<file path="src/rtl/vliw_scoreboard_pkg.sv">
// Shared definitions for the VLIW issue scoreboard and the decode stage that feeds it.
// Holds:
//   - slot field offsets inside the flattened per-slot buses,
//   - the source-readiness threshold,
//   - a slot_t packing helper used by decode to assemble one lane.
package vliw_scoreboard_pkg;

   localparam int SB_ADDR_MAX_W = 8;
   localparam int SB_LAT_MAX_W  = 4;

   typedef struct packed {
      logic [SB_ADDR_MAX_W-1:0] src_a;
      logic [SB_ADDR_MAX_W-1:0] src_b;
      logic [SB_ADDR_MAX_W-1:0] dst;
      logic                     wen;
      logic [SB_LAT_MAX_W-1:0]  lat;
   } slot_t;

   // LSB position of a slot's field in a flattened bus (slot 0 in the LSBs).
   function automatic int fld_lo(input int slot, input int w);
      return slot * w;
   endfunction

   // With bypass, a result one cycle from readable is already usable.
   function automatic int sb_th(input int fwd);
      return (fwd != 0) ? 1 : 0;
   endfunction

   function automatic slot_t make_slot(input logic [SB_ADDR_MAX_W-1:0] a,
                                       input logic [SB_ADDR_MAX_W-1:0] b,
                                       input logic [SB_ADDR_MAX_W-1:0] d,
                                       input logic                     w,
                                       input logic [SB_LAT_MAX_W-1:0]  l);
      slot_t s;
      s.src_a = a;
      s.src_b = b;
      s.dst   = d;
      s.wen   = w;
      s.lat   = l;
      return s;
   endfunction

endpackage

</file>
<file path="src/rtl/vliw_scoreboard_if.sv">
// Decode-to-scoreboard issue bus.
// master (decode): drives the bundle fields and flush, receives stall/issue_fire.
// slave (scoreboard): consumes the bundle, returns stall and per-slot issue_fire.
interface vliw_scoreboard_if #(
   parameter int NUM_SLOTS = 2,
   parameter int ADDR_W    = 3,
   parameter int LAT_W     = 2
);
   logic                        bundle_valid;
   logic [NUM_SLOTS-1:0]        slot_en;
   logic [NUM_SLOTS*ADDR_W-1:0] src_a;
   logic [NUM_SLOTS*ADDR_W-1:0] src_b;
   logic [NUM_SLOTS*ADDR_W-1:0] dst;
   logic [NUM_SLOTS-1:0]        wen;
   logic [NUM_SLOTS*LAT_W-1:0]  lat;
   logic                        flush;
   logic                        stall;
   logic [NUM_SLOTS-1:0]        issue_fire;

   modport master (output bundle_valid, slot_en, src_a, src_b, dst, wen, lat, flush,
                   input  stall, issue_fire);
   modport slave  (input  bundle_valid, slot_en, src_a, src_b, dst, wen, lat, flush,
                   output stall, issue_fire);
endinterface

</file>
<file path="src/rtl/vliw_scoreboard_reg_counter.sv">
// sb_reg_counter: per-register countdown of cycles until a pending result is readable.
// Ports: clk, reset (async active-low), flush (clear), load/load_val (start a new
// countdown), cnt (current value), busy (cnt != 0).
module sb_reg_counter
   import vliw_scoreboard_pkg::*;
#(
   parameter int LAT_W = 2
) (
   input  logic             clk,
   input  logic             reset,
   input  logic             flush,
   input  logic             load,
   input  logic [LAT_W-1:0] load_val,
   output logic [LAT_W-1:0] cnt,
   output logic             busy
);

   always_ff @(posedge clk or negedge reset) begin
      if (!reset) begin
         cnt <= '0;
      end else if (flush) begin
         cnt <= '0;
      end else if (load) begin
         cnt <= load_val;
      end else if (cnt != '0) begin
         cnt <= cnt - LAT_W'(1);
      end
   end

   assign busy = (cnt != '0);

endmodule

</file>
<file path="src/rtl/vliw_scoreboard.sv">
// vliw_scoreboard: issue-side RAW/WAW hazard scoreboard for an NUM_SLOTS-wide VLIW bundle.
// Ports: clk, reset (async active-low), bus (slave side of the issue bus: bundle in,
// stall/issue_fire out), busy_vec (per-register pending result), illegal_bundle (sticky
// same-destination conflict), stall_cycles (saturating stall counter).
module vliw_scoreboard
   import vliw_scoreboard_pkg::*;
#(
   parameter int NUM_SLOTS = 2,
   parameter int NUM_REGS  = 8,
   parameter int ADDR_W    = 3,
   parameter int LAT_W     = 2,
   parameter int FWD       = 1,
   parameter int CNT_W     = 16
) (
   input  logic                clk,
   input  logic                reset,
   vliw_scoreboard_if.slave    bus,
   output logic [NUM_REGS-1:0] busy_vec,
   output logic                illegal_bundle,
   output logic [CNT_W-1:0]    stall_cycles
);

   localparam int              DEPTH = 2 ** ADDR_W;
   localparam logic [LAT_W-1:0] TH_V = LAT_W'(sb_th(FWD));

   // Untracked addresses (>= NUM_REGS) read as a constant 0: always ready, never busy.
   logic [LAT_W-1:0]    cnt      [DEPTH];
   logic [NUM_REGS-1:0] load;
   logic [LAT_W-1:0]    load_val [NUM_REGS];
   logic                hazard;
   logic                conflict;
   logic [ADDR_W-1:0]   a_s, b_s, d_s, d_i, d_j;
   logic [LAT_W-1:0]    l_s;

   for (genvar r = 0; r < DEPTH; r++) begin : g_reg
      if (r < NUM_REGS) begin : g_trk
         sb_reg_counter #(.LAT_W(LAT_W)) u_cnt (
            .clk      (clk),
            .reset    (reset),
            .flush    (bus.flush),
            .load     (load[r]),
            .load_val (load_val[r]),
            .cnt      (cnt[r]),
            .busy     (busy_vec[r])
         );
      end else begin : g_idle
         assign cnt[r] = '0;
      end
   end

   // All slots compare against pre-bundle counter state; no intra-bundle bypass.
   always_comb begin
      hazard = 1'b0;
      a_s    = '0;
      b_s    = '0;
      d_s    = '0;
      for (int s = 0; s < NUM_SLOTS; s++) begin
         a_s = bus.src_a[fld_lo(s, ADDR_W) +: ADDR_W];
         b_s = bus.src_b[fld_lo(s, ADDR_W) +: ADDR_W];
         d_s = bus.dst[fld_lo(s, ADDR_W) +: ADDR_W];
         if (bus.slot_en[s]) begin
            if ((cnt[a_s] > TH_V) || (cnt[b_s] > TH_V)) hazard = 1'b1;
            if (bus.wen[s] && (cnt[d_s] != '0))          hazard = 1'b1;
         end
      end
   end

   assign bus.stall      = bus.bundle_valid & hazard;
   assign bus.issue_fire = bus.slot_en & {NUM_SLOTS{bus.bundle_valid & ~bus.stall & ~bus.flush}};

   // Ascending slot order lets the highest-numbered writer win a duplicate dst.
   always_comb begin
      for (int r = 0; r < NUM_REGS; r++) begin
         load[r]     = 1'b0;
         load_val[r] = '0;
      end
      l_s = '0;
      for (int s = 0; s < NUM_SLOTS; s++) begin
         l_s = bus.lat[fld_lo(s, LAT_W) +: LAT_W];
         if (bus.issue_fire[s] && bus.wen[s] && (l_s != '0)) begin
            for (int r = 0; r < NUM_REGS; r++) begin
               if (int'(bus.dst[fld_lo(s, ADDR_W) +: ADDR_W]) == r) begin
                  load[r]     = 1'b1;
                  load_val[r] = l_s;
               end
            end
         end
      end
   end

   always_comb begin
      conflict = 1'b0;
      d_i      = '0;
      d_j      = '0;
      for (int i = 0; i < NUM_SLOTS; i++) begin
         for (int j = i + 1; j < NUM_SLOTS; j++) begin
            d_i = bus.dst[fld_lo(i, ADDR_W) +: ADDR_W];
            d_j = bus.dst[fld_lo(j, ADDR_W) +: ADDR_W];
            if (bus.issue_fire[i] && bus.issue_fire[j] && bus.wen[i] && bus.wen[j] && (d_i == d_j))
               conflict = 1'b1;
         end
      end
   end

   always_ff @(posedge clk or negedge reset) begin
      if (!reset) begin
         illegal_bundle <= 1'b0;
         stall_cycles   <= '0;
      end else begin
         if (conflict) illegal_bundle <= 1'b1;
         if (bus.stall && !bus.flush && (stall_cycles != '1))
            stall_cycles <= stall_cycles + CNT_W'(1);
      end
   end

endmodule

</file>
<file path="src/flat_wrapper.sv">
// flat-port wrapper written by rule: the top's interface ports become plain ports
module vliw_scoreboard_flat import vliw_scoreboard_pkg::*;
#(
   parameter int NUM_SLOTS = 2,
   parameter int NUM_REGS  = 8,
   parameter int ADDR_W    = 3,
   parameter int LAT_W     = 2,
   parameter int FWD       = 1,
   parameter int CNT_W     = 16
)
  (clk, reset, busy_vec, illegal_bundle, stall_cycles, bus_bundle_valid, bus_slot_en, bus_src_a, bus_src_b, bus_dst, bus_wen, bus_lat, bus_flush, bus_stall, bus_issue_fire);
  vliw_scoreboard_if #(.NUM_SLOTS(NUM_SLOTS), .ADDR_W(ADDR_W), .LAT_W(LAT_W)) bus_i ();
  input  logic clk;
  input  logic reset;
  output logic [NUM_REGS-1:0] busy_vec;
  output logic illegal_bundle;
  output logic [CNT_W-1:0] stall_cycles;
  input wire logic [$bits(bus_i.bundle_valid)-1:0] bus_bundle_valid;
  input wire logic [$bits(bus_i.slot_en)-1:0] bus_slot_en;
  input wire logic [$bits(bus_i.src_a)-1:0] bus_src_a;
  input wire logic [$bits(bus_i.src_b)-1:0] bus_src_b;
  input wire logic [$bits(bus_i.dst)-1:0] bus_dst;
  input wire logic [$bits(bus_i.wen)-1:0] bus_wen;
  input wire logic [$bits(bus_i.lat)-1:0] bus_lat;
  input wire logic [$bits(bus_i.flush)-1:0] bus_flush;
  output wire logic [$bits(bus_i.stall)-1:0] bus_stall;
  output wire logic [$bits(bus_i.issue_fire)-1:0] bus_issue_fire;
  assign bus_i.bundle_valid = bus_bundle_valid;
  assign bus_i.slot_en = bus_slot_en;
  assign bus_i.src_a = bus_src_a;
  assign bus_i.src_b = bus_src_b;
  assign bus_i.dst = bus_dst;
  assign bus_i.wen = bus_wen;
  assign bus_i.lat = bus_lat;
  assign bus_i.flush = bus_flush;
  assign bus_stall = bus_i.stall;
  assign bus_issue_fire = bus_i.issue_fire;
  vliw_scoreboard #(.NUM_SLOTS(NUM_SLOTS), .NUM_REGS(NUM_REGS), .ADDR_W(ADDR_W), .LAT_W(LAT_W), .FWD(FWD), .CNT_W(CNT_W)) u_core (.clk(clk), .reset(reset), .bus(bus_i), .busy_vec(busy_vec), .illegal_bundle(illegal_bundle), .stall_cycles(stall_cycles));
endmodule
</file>
<file path="config.mk">
export PLATFORM = sky130hd
export DESIGN_NAME = vliw_scoreboard_flat
export DESIGN_NICKNAME = d
export VERILOG_FILES = /design/src/rtl/vliw_scoreboard_pkg.sv /design/src/rtl/vliw_scoreboard_if.sv /design/src/rtl/vliw_scoreboard_reg_counter.sv /design/src/rtl/vliw_scoreboard.sv /design/src/flat_wrapper.sv
export SDC_FILE = /design/constraint.sdc
export NUM_CORES = 1
export LEC_CHECK = 0
export CAP_MARGIN = 40
export CORE_MARGIN = 5
export CORE_UTILIZATION = 48
export DETAILED_ROUTE_END_ITERATION = 10
export GPL_TIMING_DRIVEN = 0
export HOLD_SLACK_MARGIN = 0.15
export PLACE_DENSITY = 0.77
export SLEW_MARGIN = 10
export SYNTH_ARGS = -nofsm -noshare
export SYNTH_HDL_FRONTEND = slang
export SYNTH_SLANG_ARGS = --single-unit
</file>
<file path="constraint.sdc">
create_clock -name clk -period 2 [get_ports clk]
set_input_delay 0.2 -clock clk [delete_from_list [all_inputs] [get_ports clk]]
set_output_delay 0.2 -clock clk [all_outputs]
set_load 0.02 [all_outputs]
</file>
# ---- After elaboration in Yosys (flattened, before gate mapping)
# Cells that the tools add are included.
dict set report totals {
  ff_bits 33
  inputBits 30
  out_inout_bits 28
  wordCells 179
}
dict set report op_classes {
  add_sub_neg 9
  magnitude_cmp 10
  eq_ne 16
  n_mux 85
  bitwise_logic 12
  reduce_logical 37
}
# op n
set op_table {}
lappend op_table {{2-to-1 mux 2 bit} 52}
lappend op_table {{binary-select mux 2 bit (select 3 bit)} 6}
lappend op_table {{2-to-1 mux 16 bit} 2}
lappend op_table {{== test 3 bit (second input constant)} 8}
lappend op_table {{>= comparator 4 bit (second input constant)} 6}
lappend op_table {{NOT 3 -> 4 bit} 6}
lappend op_table {{nonzero test 2 bit} 12}
lappend op_table {{nonzero test 3 bit} 8}
lappend op_table {{2-to-1 mux 1 bit} 23}
lappend op_table {{adder 16 x 1 -> 16 bit (second input constant)} 1}
lappend op_table {{2-to-1 mux 8 bit} 2}
lappend op_table {{!= test 16 bit (second input constant)} 1}
lappend op_table {{subtractor 2 x 1 -> 2 bit (second input constant)} 8}
lappend op_table {{== test 3 x 2 -> 1 bit (second input constant)} 4}
lappend op_table {{logical AND 1 bit} 12}
lappend op_table {{> comparator 2 x 1 -> 1 bit (second input constant)} 4}
lappend op_table {{== test 3 x 1 -> 1 bit (second input constant)} 2}
lappend op_table {{logical NOT 3 bit} 2}
lappend op_table {{bitwise AND 1 bit} 3}
lappend op_table {{== test 3 bit} 1}
lappend op_table {{bitwise AND 2 bit} 1}
lappend op_table {{logical OR 1 bit} 2}
lappend op_table {{NOT 1 bit} 2}
lappend op_table {{logical NOT 1 bit} 1}

# ---- Longest topological paths before layout
# Gate-level depths: netlist (run 1).
dict set report logic_depth {
  depth_word 24
  depth_mapped 9
  mapped_depth_nobuf 6
}

# ---- Modules after synthesis
# Synthesis (run 1) repeated with hierarchy kept, for this count alone.
dict set report unflattened {
  hier_cells 323
  area_unflattened_um2 2940.3
}
# module n_inst cells_each area_each_um2 seq_area_each_um2
set by_module_without_submodules {}
lappend by_module_without_submodules {vliw_scoreboard 1 219 1849.3 425.4}
lappend by_module_without_submodules {sb_reg_counter 8 13 136.4 50.0}

# ---- Least setup slack after synthesis (run 1)
# OpenSTA, ideal clock, no wires.
dict set report synth_path {
  path_type {flip-flop to output port}
  from {register u_core.g_reg[3].g_trk.u_cnt.cnt[1]}
  to {output port bus_issue_fire[0]}
  arrival_time_ns 2.125
  required_ns 1.800
  path_slack_ns -0.325
  stages_incl_launch_ff 8
  path_buffers 1
  cell_sequence {dfrtp_1 > mux4_1 > mux2i_1 > a21boi_1 > or4_1 > buf_6 > nor2_8 > and3_1}
}
dict set report synth_between {
  elab_chain_len 16
  word_cells_on_any_way 39
  cone_classes {4 x order compare; 24 x mux; 5 x bitwise; 6 x reduce/logical}
}
# item line
set synth_rtl {}
lappend synth_rtl {{start: declaration} vliw_scoreboard_reg_counter.sv:14} ;# output logic [LAT_W-1:0] cnt,
lappend synth_rtl {{start signal: assignment} vliw_scoreboard_reg_counter.sv:24} ;# cnt <= load_val;
lappend synth_rtl {{start signal: assignment} vliw_scoreboard_reg_counter.sv:26} ;# cnt <= cnt - LAT_W'(1);
lappend synth_rtl {{binary-select mux 2 bit (select 3 bit)} vliw_scoreboard.sv:62} ;# if ((cnt[a_s] > TH_V) || (cnt[b_s] > TH_V)) hazard = 1'b1;
lappend synth_rtl {{2-to-1 mux 2 bit (implied by the code) (2 in series)} vliw_scoreboard.sv:62}
lappend synth_rtl {{> comparator 2 x 1 -> 1 bit} vliw_scoreboard.sv:62}
lappend synth_rtl {{logical OR 1 bit} vliw_scoreboard.sv:62}
lappend synth_rtl {{2-to-1 mux 1 bit} vliw_scoreboard.sv:62}
lappend synth_rtl {{2-to-1 mux 1 bit} vliw_scoreboard.sv:63} ;# if (bus.wen[s] && (cnt[d_s] != '0)) hazard = 1'b1;
lappend synth_rtl {{2-to-1 mux 1 bit} vliw_scoreboard.sv:61} ;# if (bus.slot_en[s]) begin
lappend synth_rtl {{2-to-1 mux 1 bit} vliw_scoreboard.sv:62}
lappend synth_rtl {{2-to-1 mux 1 bit} vliw_scoreboard.sv:63}
lappend synth_rtl {{2-to-1 mux 1 bit (*)} vliw_scoreboard.sv:61}
lappend synth_rtl {{bitwise AND 1 bit (*)} vliw_scoreboard.sv:68} ;# assign bus.stall = bus.bundle_valid & hazard;
lappend synth_rtl {{NOT 1 bit (*)} vliw_scoreboard.sv:69} ;# assign bus.issue_fire = bus.slot_en & {NUM_SLOTS{bus.bundle_valid & ~bus.stall & ~bus.flush}};
lappend synth_rtl {{bitwise AND 1 bit (*) (2 in series)} vliw_scoreboard.sv:69}
lappend synth_rtl {{bitwise AND 2 bit (*)} vliw_scoreboard.sv:69}
lappend synth_rtl {{end: declaration} flat_wrapper.sv:27} ;# output wire logic [$bits(bus_i.issue_fire)-1:0] bus_issue_fire;
# Mark *: on every way between the ends. The rest lies on a longest branch, timed or not. The select of a mux whose other input is x is not followed.

# ---- Worst setup path after layout (run 1)
dict set report layout_path {
  from {register u_core.g_reg[0].g_trk.u_cnt.cnt[1]}
  to {output port bus_issue_fire[0]}
}
dict set report layout_between {
  elab_chain_len 16
  word_cells_on_any_way 39
  cone_classes {4 x order compare; 24 x mux; 5 x bitwise; 6 x reduce/logical}
}
# item line
set layout_rtl {}
lappend layout_rtl {{start: declaration} vliw_scoreboard_reg_counter.sv:14}
lappend layout_rtl {{start signal: assignment} vliw_scoreboard_reg_counter.sv:24}
lappend layout_rtl {{start signal: assignment} vliw_scoreboard_reg_counter.sv:26}
lappend layout_rtl {{binary-select mux 2 bit (select 3 bit)} vliw_scoreboard.sv:62}
lappend layout_rtl {{2-to-1 mux 2 bit (implied by the code) (2 in series)} vliw_scoreboard.sv:62}
lappend layout_rtl {{> comparator 2 x 1 -> 1 bit} vliw_scoreboard.sv:62}
lappend layout_rtl {{logical OR 1 bit} vliw_scoreboard.sv:62}
lappend layout_rtl {{2-to-1 mux 1 bit} vliw_scoreboard.sv:62}
lappend layout_rtl {{2-to-1 mux 1 bit} vliw_scoreboard.sv:63}
lappend layout_rtl {{2-to-1 mux 1 bit} vliw_scoreboard.sv:61}
lappend layout_rtl {{2-to-1 mux 1 bit} vliw_scoreboard.sv:62}
lappend layout_rtl {{2-to-1 mux 1 bit} vliw_scoreboard.sv:63}
lappend layout_rtl {{2-to-1 mux 1 bit (*)} vliw_scoreboard.sv:61}
lappend layout_rtl {{bitwise AND 1 bit (*)} vliw_scoreboard.sv:68}
lappend layout_rtl {{NOT 1 bit (*)} vliw_scoreboard.sv:69}
lappend layout_rtl {{bitwise AND 1 bit (*) (2 in series)} vliw_scoreboard.sv:69}
lappend layout_rtl {{bitwise AND 2 bit (*)} vliw_scoreboard.sv:69}
# Marked as above.

==> metrics.yaml, run 1 <==
timing:
  hold_viol: 0
  fin_crit_sh: 1.34
  hold_ws_ns: 0.399
  setup_slack_ns: -0.688
  rsz0062_at_grt: "true"
  clock_skew_ns: 0.00996
  relSlewSlack: 0.465
  fmax_mhz: 372
  slew_viol_final: 0
  worst_slew_pin_slew_ns: 0.803
  setup_viol: 36
  finalCriticalPeriod_ns: 2.69
power_and_ir_drop:
  power.switching_w: 0.00221
  p_leak_nw: 1.97
  switching_share: 0.428
  power_density_nw_per_um2: 1140
  p_comb_frac: 0.642
  power.internal_w: 0.00295
  p_clk_frac: 0.152
  pwr-share-seq: 0.206
  vdd_drop_max_uv: 840
placement:
  dp_hpwl_um: 7020
  place_ws_ns: -1.41
  portBuffers: 53
  gp_congestion: 0.945
cells_and_area:
  diodes: 0
  fillCellCount: 469
  multi_input_area_sq_um: 2310
  final-seq-area_sq_um: 835
  nNetsFinal: 487
  area_growth_pct: 44.4
  drive_gt1_frac: 0.314
clock_network:
  htree_num_levels: 2
  numCtsBuffers: 5
  cts-root-buf: "clkbuf_8"
  cts_tree: "built"
  cts.path.max_buffers: 2
  clkTransAtPathRegs_ns: 0.08
  cts_sinks: 33
  clk_latency_ns: 0.30
grt:
  grt.total_usage: 0.246
  grt_pass1_vias: 3238
  gr-total-overflow: 0
  grt_pass1_wl_um: 16700
  grt_max_degree: 34
  antenna_found_initial: 0
job:
  cap_violations: 0
worst_setup_path:
  critPathLaunchType: "flop"
  worst_ep_required_time_ns: 1.80
  rr_worst_depth: 11
  end_kind: "output port"
  path_class: "flop to output port"
  critPathMaxFanout: 7
  crit_arrival_ns: 2.49
synth:
  seq_area_frac_synth: 0.264
  postSynthAreaPerCell_sq_um: 8.70
  synth_edf_count: 0
  yosys_register_bits: 33
  synth_cells: 360
  synthTopCellsByArea: "dfrtp_1 26%, mux4_2 5.0%, xor2_1 4.5%"
  synthesis.nets: 399
  yosysUniqueCellTypes: 62
  synth_top_area_frac: 0.264
  ys_warn_count: 0
  ys.flop_type: "dfrtp_1"
  synthArstFlopShare: 1.00
  netlist_area_sq_um: 3130
  synth_top_area_cell: "dfrtp_1"
outcome:
  status: "finished, violations left"
  violations: "negative setup slack"
die:
  rows: 29
  die_h_um: 90.8
  core_area_sq_um: 6350
  dieArea_sq_um: 8240
  num_io_pins: 58
  die_x_um: 90.8
  initial_core_util: 0.493
route:
  viasPerCell: 6.41
  vias: 3373
  firstDrtPassIters: 5
  antenna_left: 0
  wl_per_cell_um: 20.7
  drt-initial-drc-count: 395
  drt_wl_total_um: 10900
  route.detailed.drc: 0
hold_path:
  hold_path_depth: 4
  min_path_type: "input pin to flop"
-- synth_stat cells (all sizes together) (3+ instances only) --
library cell	n
and3	9
nand2	27
nand2b	3
o2111ai	3
and2	5
nor2b	5
ha	9
mux2	6
clkbuf	9
buf	18
a31oi	8
nor3	9
a21oi	23
inv	28
mux2i	10
and4	3
nand3	21
o21ai	18
mux4	11
o211ai	5
nor2	25
nand3b	4
xor2	16
a211oi	8
dfrtp	33
nor4	4
a311oi	3
nand4	11
-- power by group through the flow --
stage / Sequential (W) / Clock [W] / Combinational [W]
6_report: 0.00106 / 0.000787 / 0.00332
5_1_grt: 0.00108 / 0.000814 / 0.00352
4_1_cts: 0.00104 / 0.000788 / 0.00290
3_5_place_dp: 0.00106 / 0 / 0.00237
3_3_place_gp: 0.00104 / 0 / 0.00231
2_1_floorplan: 0.00102 / 0 / 0.00164
-- sequential cells by signal, summed over array words and instances (netlist names) --
| signal | flops |
|---|---|
| u_core.stall_cycles | 16 |
| u_core.g.g_trk.u_cnt.cnt | 16 |
| u_core.illegal_bundle | 1 |
-- routing by layer --
metal | wire length [um] | GRT usage
met3 | 1010 | 0.0583
met5 | 0 | 0
met1 | 4510 | 0.340
met4 | 266 | 0.0746
met2 | 5110 | 0.381
-- cells by family (layout without fill, tap and decap cells) --
family                     after synthesis  count (layout)  share of synthesized area
and+or+nand+nor                        134             134                      0.237
AOI/OAI and AO/OA                       84              84                      0.183
buffers and inverters                   56             145                     0.0942
DFF                                     33              33                      0.264
muxes                                   27              27                      0.139
xor gates and xnor gates                17              17                     0.0475
adders and majority gates                9               9                     0.0359
-- cell type report --
class / count / area share
timing repair buffer: 82 / 0.181
buffer: 27 / 0.0492
inverter: 28 / 0.0232
sequential: 33 / 0.184
clock buffer: 5 / 0.0152
tap: 77 / 0.0213
multi-input combinational: 271 / 0.511
clock inverter: 3 / 0.0144
-- worst max-delay path: stages (launching register included) --
cell and delay (ns):
dfrtp_2 0.48, mux4_2 0.48, mux2i_2 0.18, a21boi_2 0.11, or4_4 0.48, nor2_8 0.15, and3_4 0.19, buf_6 0.11
-- cell usage in the layout (no fill, tap or decap), types with 5 or more instances in the layout --
cell type	synthesis	final
nor2_1	24	22
a21oi_4	0	7
nand4_1	11	11
nand2_1	27	26
mux4_2	7	9
nand3_1	21	19
dlymetal6s2s_1	0	5
a31oi_1	8	8
a21oi_2	0	7
nor3_1	7	5
inv_1	28	28
and3_1	7	5
o211ai_1	5	5
buf_6	2	12
ha_1	9	7
dfrtp_1	33	26
a21oi_1	23	9
buf_8	0	8
mux2i_1	10	9
dfrtp_2	0	7
buf_4	10	27
o21ai_0	17	13
dlygate4sd2_1	0	7
clkbuf_8	2	6
clkdlybuf4s50_1	0	35
xor2_1	16	16
-- stage by stage --
| stage | instance area [sq um] | instances | setup TNS [ns] | util | power, W |
|---|---|---|---|---|---|
| after floorplan | 3160 | 360 | -1.31 | - | 0.00266 |
| after global placement | 3780 | 490 | -24.01 | 0.596 | 0.00336 |
| after detailed placement | 3780 | 490 | -23.16 | 0.595 | 0.00342 |
| after CTS | 4230 | 515 | -14.60 | 0.666 | 0.00473 |
| after global routing | 4530 | 526 | -13.47 | 0.713 | 0.00541 |
| final | 4530 | 526 | -11.41 | 0.713 | 0.00517 |
-- timing repair --
item	4_1_cts	5_1_grt
gates cloned	3	0
resized for setup	72	66
hold endpoints to repair	33	0
setup endpoints to repair	44	36
hold buffers	1	0
buffers inserted	14	16
pin swaps	23	17
-- path summary, 6_finish.rpt --
| path | to | start | slack, ns |
|---|---|---|---|
| setup / recovery | bus_issue_fire[0] | u_core.g_reg[0].g_trk.u_cnt.cnt[1] | -0.69 |
| hold / removal | u_core.g_reg[0].g_trk.u_cnt.cnt[1] | bus_flush | 0.40 |
| setup reg to reg | u_core.stall_cycles[14] | u_core.g_reg[2].g_trk.u_cnt.cnt[1] | -0.53 |
| hold reg to reg | u_core.illegal_bundle | u_core.illegal_bundle | 0.48 |
| max in group asynchronous | u_core.g_reg[7].g_trk.u_cnt.cnt[1] | reset | 0.91 |
| min in group asynchronous | u_core.g_reg[6].g_trk.u_cnt.cnt[0] | reset | 0.52 |
No activity file was read; power rests on OpenSTA's default activity.
==> inputs of run 2 (changes only) <==
--- a/config.mk
+++ b/config.mk
@@ -12,6 +12,7 @@
 export GPL_TIMING_DRIVEN = 0
 export HOLD_SLACK_MARGIN = 0.15
 export PLACE_DENSITY = 0.77
+export SETUP_SLACK_MARGIN = 0.3
 export SLEW_MARGIN = 10
 export SYNTH_ARGS = -nofsm -noshare
 export SYNTH_HDL_FRONTEND = slang
==> run 2 against run 1 <==
Effect of this change:
- the run still ends with negative setup slack left
- worst setup slack lost 0.076 ns
- clock power shrank 12%
- design area grew 0.88%
==> metrics.yaml, run 2 (same netlist as run 1, synthesis figures left out) <==
hold_path:
  min_path_type: "input pin to flop"
  min-delay-start: "bus_dst[5]"
clock_network:
  cts_sinks: 33
  htree_num_levels: 2
  cts.path.max_buffers: 2
  clk_latency_ns: 0.30
  cts_tree: "built"
  cts-root-buf: "clkbuf_8"
  clkTransAtPathRegs_ns: 0.08
  numCtsBuffers: 5
die:
  dieArea_sq_um: 8240
  num_io_pins: 58
  die_x_um: 90.8
  die_h_um: 90.8
  core_area_sq_um: 6350
  rows: 29
  initial_core_util: 0.493
cells_and_area:
  area_growth_pct: 45.7
  diodes: 0
  drive_gt1_frac: 0.366
  reg_top3: "u_core.g.g_trk.u_cnt.cnt x16, u_core.stall_cycles x16, u_core.illegal_bundle x1"
  layout_common_cells: "38 x clkdlybuf4s50_1, 28 x buf_4, 26 x nand2_1, 24 x nor2_1, 24 x dfrtp_1"
  nNetsFinal: 494
  final_common_cell: "clkdlybuf4s50_1"
  final_cell_count_no_fill: 533
grt:
  antenna_found_initial: 0
  grt.total_usage: 0.264
  grt_pass1_wl_um: 17500
  grt_max_degree: 34
  gr-total-overflow: 0
  grt_pass1_vias: 3418
power_and_ir_drop:
  vdd_drop_max_uv: 809
  power_density_nw_per_um2: 1190
  p_leak_nw: 1.94
route:
  wl_per_cell_um: 21.9
  vias: 3503
  firstDrtPassIters: 5
  route.detailed.drc: 0
  antenna_left: 0
  drt_wl_total_um: 11700
  drt-initial-drc-count: 523
  viasPerCell: 6.57
placement:
  portBuffers: 53
  gp_congestion: 0.918
  dp_hpwl_um: 7380
  placed_cells: 490
timing:
  worst_slew_pin_slew_ns: 0.787
  hold_viol: 0
  fin_crit_sh: 1.38
  rsz0062_at_grt: "true"
  setup_viol: 36
  setup_slack_ns: -0.764
  finalCriticalPeriod_ns: 2.76
  clock_skew_ns: 0.00346
  relSlewSlack: 0.475
  fmax_mhz: 362
  fin_setup_tns_ns: -14.58
  slew_viol_final: 0
worst_setup_path:
  rr_worst_depth: 8
  crit_end: "bus_issue_fire[1]"
  r2r-end: "u_core.g_reg[1].g_trk.u_cnt.cnt[0]"
  worst_ep_required_time_ns: 1.80
  startpoint: "u_core.g_reg[7].g_trk.u_cnt.cnt[1]"
  end_kind: "output port"
  r2r_slack_ns: -0.55
  critPathMaxFanout: 5
  timing.rr.start: "u_core.g_reg[2].g_trk.u_cnt.cnt[1]"
  critPathLaunchType: "flop"
  crit_arrival_ns: 2.56
  path_class: "flop to output port"
outcome:
  status: "finished, violations left"
  violations: "negative setup slack"
job:
  cap_violations: 0
[run 2: cell count changes in the layout (fill, tap and decap cells not counted), sizes merged]
cell	change
buf	+10
dlygate4sd2	-5
dlymetal6s2s	-4
clkbuf	+3
clkdlybuf4s50	+3
bufinv	-1
clkdlybuf4s15	+1
clkinv	-1
clkinvlp	+1
[run 2: critical path, stage by stage, from the launching register on]
cell      delay (ns)
dfrtp_2         0.47
mux4_2          0.48
mux2i_1         0.19
a21boi_2        0.12
or4_4           0.43
buf_6           0.15
nor2_8          0.13
and3_4          0.20
buf_6           0.11
[run 2: report_power, final]
part           leakage [nW]  switching [W]  internal, W
logic                  1.45        0.00182      0.00184
registers             0.430       0.000236     0.000830
clock network        0.0574       0.000290     0.000406
total                  1.94        0.00235      0.00308
[run 2: worst min-delay path by stage]
stage / slack [ns] / depth (start not counted) / endpoint
after floorplan: -0.1 / 0 / u_core.g_reg[0].g_trk.u_cnt.cnt[0]
after global placement: 0.47 / 1 / u_core.illegal_bundle
after detailed placement: 0.32 / 1 / u_core.stall_cycles[9]
after CTS: 0.43 / 3 / u_core.illegal_bundle
after global routing: 0.46 / 6 / u_core.g_reg[3].g_trk.u_cnt.cnt[1]
final: 0.43 / 6 / u_core.g_reg[3].g_trk.u_cnt.cnt[1]
[run 2: cell type report]
cell class | count | area (sq um)
fillers | 470 | 1780
well taps | 77 | 96.3
flip-flops and latches | 33 | 837
plain buffers | 28 | 229
clock buffers | 6 | 82.6
multi-input cells | 271 | 2300
inverters | 28 | 105
repair buffers | 88 | 875
clock inverters | 2 | 37.5
[run 2: timing repair]
item	in CTS	in global routing
hold endpoints to repair	33	0
gates resized for setup	105	48
cloned	3	0
setup endpoints to repair	44	44
hold buffers	1	0
buffers inserted	26	5
pin swaps	18	10
[run 2: metal layers]
| metal | global-route usage | part of all wire | wire length (um) | up-vias |
|---|---|---|---|---|
| met4 | 0.0917 | 0.033 | 381 | 0 |
| li1 | - | - | - | 1524 |
| met5 | 0 | 0 | 0 | - |
| met1 | 0.349 | 0.40 | 4620 | 1668 |
| met3 | 0.0658 | 0.11 | 1250 | 61 |
| met2 | 0.418 | 0.46 | 5440 | 250 |
[run 2: through the flow]
step / hold slack, ns / setup slack, ns / total power, W / area [sq um] / utilization
6_report: 0.433 / -0.764 / 0.00543 / 4570 / 0.719
5_1_grt: 0.456 / -0.815 / 0.00568 / 4570 / 0.719
4_1_cts: 0.434 / -0.752 / 0.00497 / 4380 / 0.690
3_5_place_dp: 0.320 / -1.44 / 0.00351 / 3810 / 0.601
3_3_place_gp: 0.470 / -1.43 / 0.00341 / 3820 / 0.601
2_1_floorplan: -0.0956 / -0.253 / 0.00270 / 3190 / -
==> inputs of run 3 (changes only) <==
--- a/config.mk
+++ b/config.mk
@@ -9,6 +9,7 @@
 export CORE_MARGIN = 5
 export CORE_UTILIZATION = 48
 export DETAILED_ROUTE_END_ITERATION = 10
+export GPL_ROUTABILITY_DRIVEN = 0
 export GPL_TIMING_DRIVEN = 0
 export HOLD_SLACK_MARGIN = 0.15
 export PLACE_DENSITY = 0.77
==> run 3 against run 2 <==
Effect of this change:
- the run still ends with negative setup slack left
- core utilization grew 2.6 points
- final cell count up 2.1%
- global-route usage shrank 0.31 points
- clock skew is 0.0018 ns higher
- routed wire length rose by 0.44%
- clock-buffer cell count stayed put
- via count increased by 2.0%
- largest power group unchanged
- maximum frequency down 1.9%
- sequential share of layout area down 0.69 points
- highest routed layer unchanged
- total power is 5.2% higher
==> metrics.yaml, run 3 (same netlist as run 1, synthesis figures left out) <==
job:
  cap_violations: 0
route:
  route.detailed.drc: 0
  viasPerCell: 6.57
  firstDrtPassIters: 6
  drt-initial-drc-count: 597
  wl_per_cell_um: 21.6
  antenna_left: 0
  drt_wl_total_um: 11800
  vias: 3572
clock_network:
  numCtsBuffers: 5
  cts-root-buf: "clkbuf_8"
  cts.path.max_buffers: 2
  cts_tree: "built"
  clkTransAtPathRegs_ns: 0.07
  htree_num_levels: 2
  clk_latency_ns: 0.30
  cts_sinks: 33
die:
  rows: 29
  dieArea_sq_um: 8240
  initial_core_util: 0.493
  core_area_sq_um: 6350
  num_io_pins: 58
  die_h_um: 90.8
  die_x_um: 90.8
timing:
  rsz0062_at_grt: "true"
  fmax_mhz: 355
  hold_ws_ns: 0.424
  setup_viol: 36
  setup_slack_ns: -0.817
  hold_viol: 0
  fin_crit_sh: 1.41
  relSlewSlack: 0.460
  fin_setup_tns_ns: -19.44
  worst_slew_pin_slew_ns: 0.799
  slew_viol_final: 0
  finalCriticalPeriod_ns: 2.82
  clock_skew_ns: 0.00528
power_and_ir_drop:
  switching_share: 0.430
  finalPower_w: 0.00571
  power.switching_w: 0.00245
  p_clk_frac: 0.120
  pwr-share-seq: 0.186
  vdd_drop_max_uv: 828
  power.internal_w: 0.00326
  power_density_nw_per_um2: 1210
  p_comb_frac: 0.694
  p_leak_nw: 2.02
outcome:
  status: "finished, violations left"
  violations: "negative setup slack"
grt:
  grt_pass1_vias: 3379
  gr-total-overflow: 0
  antenna_found_initial: 0
  grt_max_degree: 34
  grt.total_usage: 0.260
  grt_pass1_wl_um: 17400
cells_and_area:
  fillCellCount: 421
  layout_common_cells: "35 x clkdlybuf4s50_1, 31 x buf_4, 26 x nand2_1, 26 x buf_6, 26 x dfrtp_1"
  diodes: 0
  finalInstanceArea_sq_um: 4730
  reg_top3: "u_core.g.g_trk.u_cnt.cnt x16, u_core.stall_cycles x16, u_core.illegal_bundle x1"
  final_common_cell: "clkdlybuf4s50_1"
  drive_gt1_frac: 0.390
  area_growth_pct: 51.0
  nNetsFinal: 505
worst_setup_path:
  cpPeakStageDelay_ns: 0.54
  cp_slowest_cell: "or4_4"
  path_class: "flop to output port"
  critPathLaunchType: "flop"
  cp_cell_sequence: "buf_6 -> nor3_1 -> o21ai_0 -> o2bb2ai_2 -> or4_4 -> buf_6 -> nor2_8 -> and3_4 -> buf_6"
  end_kind: "output port"
  critical-path-top-delay-family: "simple AND/OR/NAND/NOR gates"
  crit_arrival_ns: 2.62
  worst_ep_required_time_ns: 1.80
  crit_buf_inv: 3
  timing.critical_path.mode_cell: "buf_6"
  critPathMaxFanout: 5
placement:
  dp_hpwl_um: 7090
  portBuffers: 53
  placed_cell_area_sq_um: 3810
hold_path:
  min_path_type: "input pin to flop"
[run 3: cell count changes in the layout (fill, tap and decap cells not counted), sizes merged]
cell	before	now
clkbuf	16	15
dlymetal6s2s	1	3
dlygate4sd2	2	3
clkdlybuf4s50	38	35
buf	62	74
[run 3: timing repair]
item	CTS	global route
hold buffers	1	0
gates resized for setup	114	56
hold endpoints to repair	33	0
pin swaps	18	18
setup endpoints to repair	44	43
setup buffers	27	16
cloned	2	0
[run 3: cell type report]
type                            instances  area [sq um]  area share
Inverter                               28           110      0.0233
Sequential cell                        33           835       0.176
Clock buffer                            6          82.6      0.0175
Multi-Input combinational cell        271          2370       0.501
Buffer                                 28           229      0.0484
Timing Repair Buffer                   99           968       0.205
Clock inverter                          2          37.5     0.00793
Tap cell                               77          96.3      0.0204
[run 3: final timing paths]
| kind | startpoint | endpoint | slack, ns | cells past startpoint |
|---|---|---|---|---|
| max | u_core.g_reg[2].g_trk.u_cnt.cnt[1] | bus_issue_fire[1] | -0.82 | 9 |
| min | bus_dst[3] | u_core.illegal_bundle | 0.42 | 3 |
| max reg2reg | u_core.g_reg[2].g_trk.u_cnt.cnt[1] | u_core.g_reg[7].g_trk.u_cnt.cnt[1] | -0.72 | 13 |
| min reg2reg | u_core.illegal_bundle | u_core.illegal_bundle | 0.49 | 1 |
| max in group asynchronous | reset | u_core.g_reg[7].g_trk.u_cnt.cnt[1] | 0.92 | 2 |
| min in group asynchronous | reset | u_core.stall_cycles[9] | 0.53 | 2 |
[run 3: worst min-delay path, delay by kind of cell]
family	cells	cell delay [ns]
XOR/XNOR	1	0.15
buffers and inverters	1	0.17
AO/OA/AOI/OAI	1	0.16
[run 3: metrics by stage]
| step | util | cells | setup slack (ns) |
|---|---|---|---|
| floorplan | - | 360 | -0.253 |
| global placement | 0.601 | 490 | -1.38 |
| detailed placement | 0.601 | 490 | -1.39 |
| CTS | 0.693 | 528 | -0.757 |
| global route | 0.745 | 544 | -0.893 |
| finish | 0.745 | 544 | -0.817 |
[run 3: power by group through the flow]
stage               registers [W]  logic (W)  clock network [W]
global route              0.00107    0.00416           0.000704
global placement          0.00105    0.00234                  0
CTS                       0.00103    0.00326           0.000684
floorplan                 0.00102    0.00168                  0
detailed placement        0.00106    0.00242                  0
finish                    0.00106    0.00396           0.000685
[run 3: metal layers]
metal  wire, um  share of wire  vias up  GRT usage
li1           -              -     1537          -
met1       4610           0.39     1693      0.351
met2       5370           0.46      278      0.410
met3       1300           0.11       64     0.0675
met4        474          0.040        0     0.0795
met5          0              0        -          0
==> variant: new RTL, flow settings as in run 3 <==
`CNT_W` is set to 16 in 2 places; all go to 14.
--- a/src/rtl/vliw_scoreboard.sv
+++ b/src/rtl/vliw_scoreboard.sv
@@ -11,5 +11,5 @@
    parameter int LAT_W     = 2,
    parameter int FWD       = 1,
-   parameter int CNT_W     = 16
+   parameter int CNT_W     = 14
 ) (
    input  logic                clk,
--- a/src/flat_wrapper.sv
+++ b/src/flat_wrapper.sv
@@ -7,5 +7,5 @@
    parameter int LAT_W     = 2,
    parameter int FWD       = 1,
-   parameter int CNT_W     = 16
+   parameter int CNT_W     = 14
 )
   (clk, reset, busy_vec, illegal_bundle, stall_cycles, bus_bundle_valid, bus_slot_en, bus_src_a, bus_src_b, bus_dst, bus_wen, bus_lat, bus_flush, bus_stall, bus_issue_fire);
Interface: changed (resized stall_cycles); port bits go from 58 to 56. No check against the original RTL was run, so the function may have changed too.
==> variant against run 3 <==
The flow still finishes with violations (setup timing); area after synthesis fell by 11%; sequential cell count fell by 2; count of clock-buffer cells in the layout rose by 1; routed wire length fell by 18%; non-clock buffer count fell by 24; global-route usage fell by 1.7 points; critical path depth rose by 1; first-iteration DRC count fell by 38%; core utilization fell by 0.069 points; sequential share of layout area rose by 1.3 points; setup slack improved by 0.21 ns; design area fell by 12%; power fell by 5.1%; critical path type unchanged; critical endpoint is now bus_stall; largest power group unchanged.
==> variant: results <==
export IMPL_status="finished with violations"
export IMPL_violations="setup timing"
export IMPL_drtPass1Iterations=5
export IMPL_ys_types=60
export IMPL_crit_fanout=4
export IMPL_vdd_ir_drop_max_uv=758
export IMPL_top_regs="u_core.g.g_trk.u_cnt.cnt: 16 flops, u_core.stall_cycles: 14 flops, u_core.illegal_bundle: 1 flops"
export IMPL_dieArea_mm2=0.00745
export IMPL_grt_first_pass_wirelength_um=14400
export IMPL_num_vias=2932
export IMPL_num_nets_final=438
export IMPL_ff2ff_setup_slack_ns=-0.52
export IMPL_drt_iter0_drc=373
export IMPL_holdPathEnd="u_core.g_reg[3].g_trk.u_cnt.cnt[0]"
export IMPL_track_usage_pct=24.4
export IMPL_reg2reg_from="u_core.g_reg[1].g_trk.u_cnt.cnt[0]"
export IMPL_synth_top_area_share_pct=27.8
export IMPL_holdWs_ns=0.331
export IMPL_synthTopCellsByCount="dfrtp_1, inv_1, nand2_1"
export IMPL_dp_hpwl_um=6200
export IMPL_ys_seq_area_share_pct=27.8
export IMPL_worstRegToRegCells=10
export IMPL_crit_slowest_cell="or4b_4"
export IMPL_portBuffers=48
export IMPL_fin_ws_ns=-0.602
export IMPL_r2r_end="u_core.g_reg[3].g_trk.u_cnt.cnt[1]"
export IMPL_grt_max_degree=32
export IMPL_wl_per_cell_um=20.4
export IMPL_p_leak_uw=0.00178
export IMPL_finClkSkew_ns=0.00947
export IMPL_setup_violations=34
export IMPL_swShare_pct=42.6
export IMPL_drive_above_1_share_pct=39.3
export IMPL_arrival_ns=2.40
## variant: power groups by stage
stage	Combinational (uW)	Clock (uW)	Sequential (uW)
floorplan	1880	0	1030
global placement	2600	0	1050
detailed placement	2690	0	1060
CTS	3120	583	1060
global route	3970	610	1110
finish	3750	590	1080
## variant: area by class of cell
class	instances	area, um^2
tap	72	90.1
timing repair buffer	77	741
multi-input combinational	231	2090
clock inverter	1	7.51
sequential	31	786
inverter	27	106
clock buffer	7	96.3
fill	405	1430
buffer	26	228
## variant: cell families after synthesis
kind of cell / count (synthesis) / share of synthesized area, %
multiplexers: 23 / 12.6
buffers and inverters: 53 / 9.98
adder cells (fa/ha/maj): 9 / 4.03
AND/OR/NAND/NOR: 118 / 23.7
flip-flops: 31 / 27.8
XOR/XNOR: 19 / 5.95
AO/OA/AOI/OAI: 62 / 15.9
## variant: what timing repair did
item / CTS / global route
endpoints found under the hold margin: 31 / 0
gates resized for setup: 86 / 67
pin swaps: 7 / 12
setup endpoints to repair: 42 / 42
hold buffers: 1 / 0
buffers inserted: 13 / 15
## variant: stage by stage
stage | util, % | cell area [um^2] | setup WS (ns) | TNS [ns] | std cells
4_1_cts | 67.7 | 3770 | -0.593 | -14.80 | 457
3_5_place_dp | 61.3 | 3410 | -1.32 | -22.85 | 435
3_3_place_gp | 61.3 | 3420 | -1.32 | -22.59 | 435
5_1_grt | 74.4 | 4150 | -0.690 | -17.60 | 472
2_1_floorplan | - | 2850 | -0.218 | -2.13 | 315
6_report | 74.4 | 4150 | -0.602 | -14.59 | 472
## variant: worst max-delay path by stage
stage / endpoint / cells after the start
6_report: bus_stall / 10
5_1_grt: bus_issue_fire[1] / 11
4_1_cts: bus_issue_fire[1] / 9
3_5_place_dp: bus_issue_fire[1] / 11
3_3_place_gp: bus_issue_fire[1] / 11
2_1_floorplan: u_core.g_reg[1].g_trk.u_cnt.cnt[0] / 8
## variant: worst reg2reg max path: stages (launching register included)
cell      delay [ns]
dfrtp_1         0.47
or4b_4          0.56
o311ai_2        0.09
o32ai_2         0.12
o21ai_2         0.15
and3_4          0.21
buf_4           0.13
buf_12          0.11
buf_4           0.20
a211oi_2        0.12
a22o_1          0.25
## variant: layer usage
layer / vias to the layer above / track usage, % / routed length, um
li1: 1315 / - / -
met1: 1387 / 30.5 / 3830
met2: 180 / 40.7 / 4550
met3: 50 / 5.23 / 829
met4: 0 / 10.1 / 439
met5: - / 0 / 0
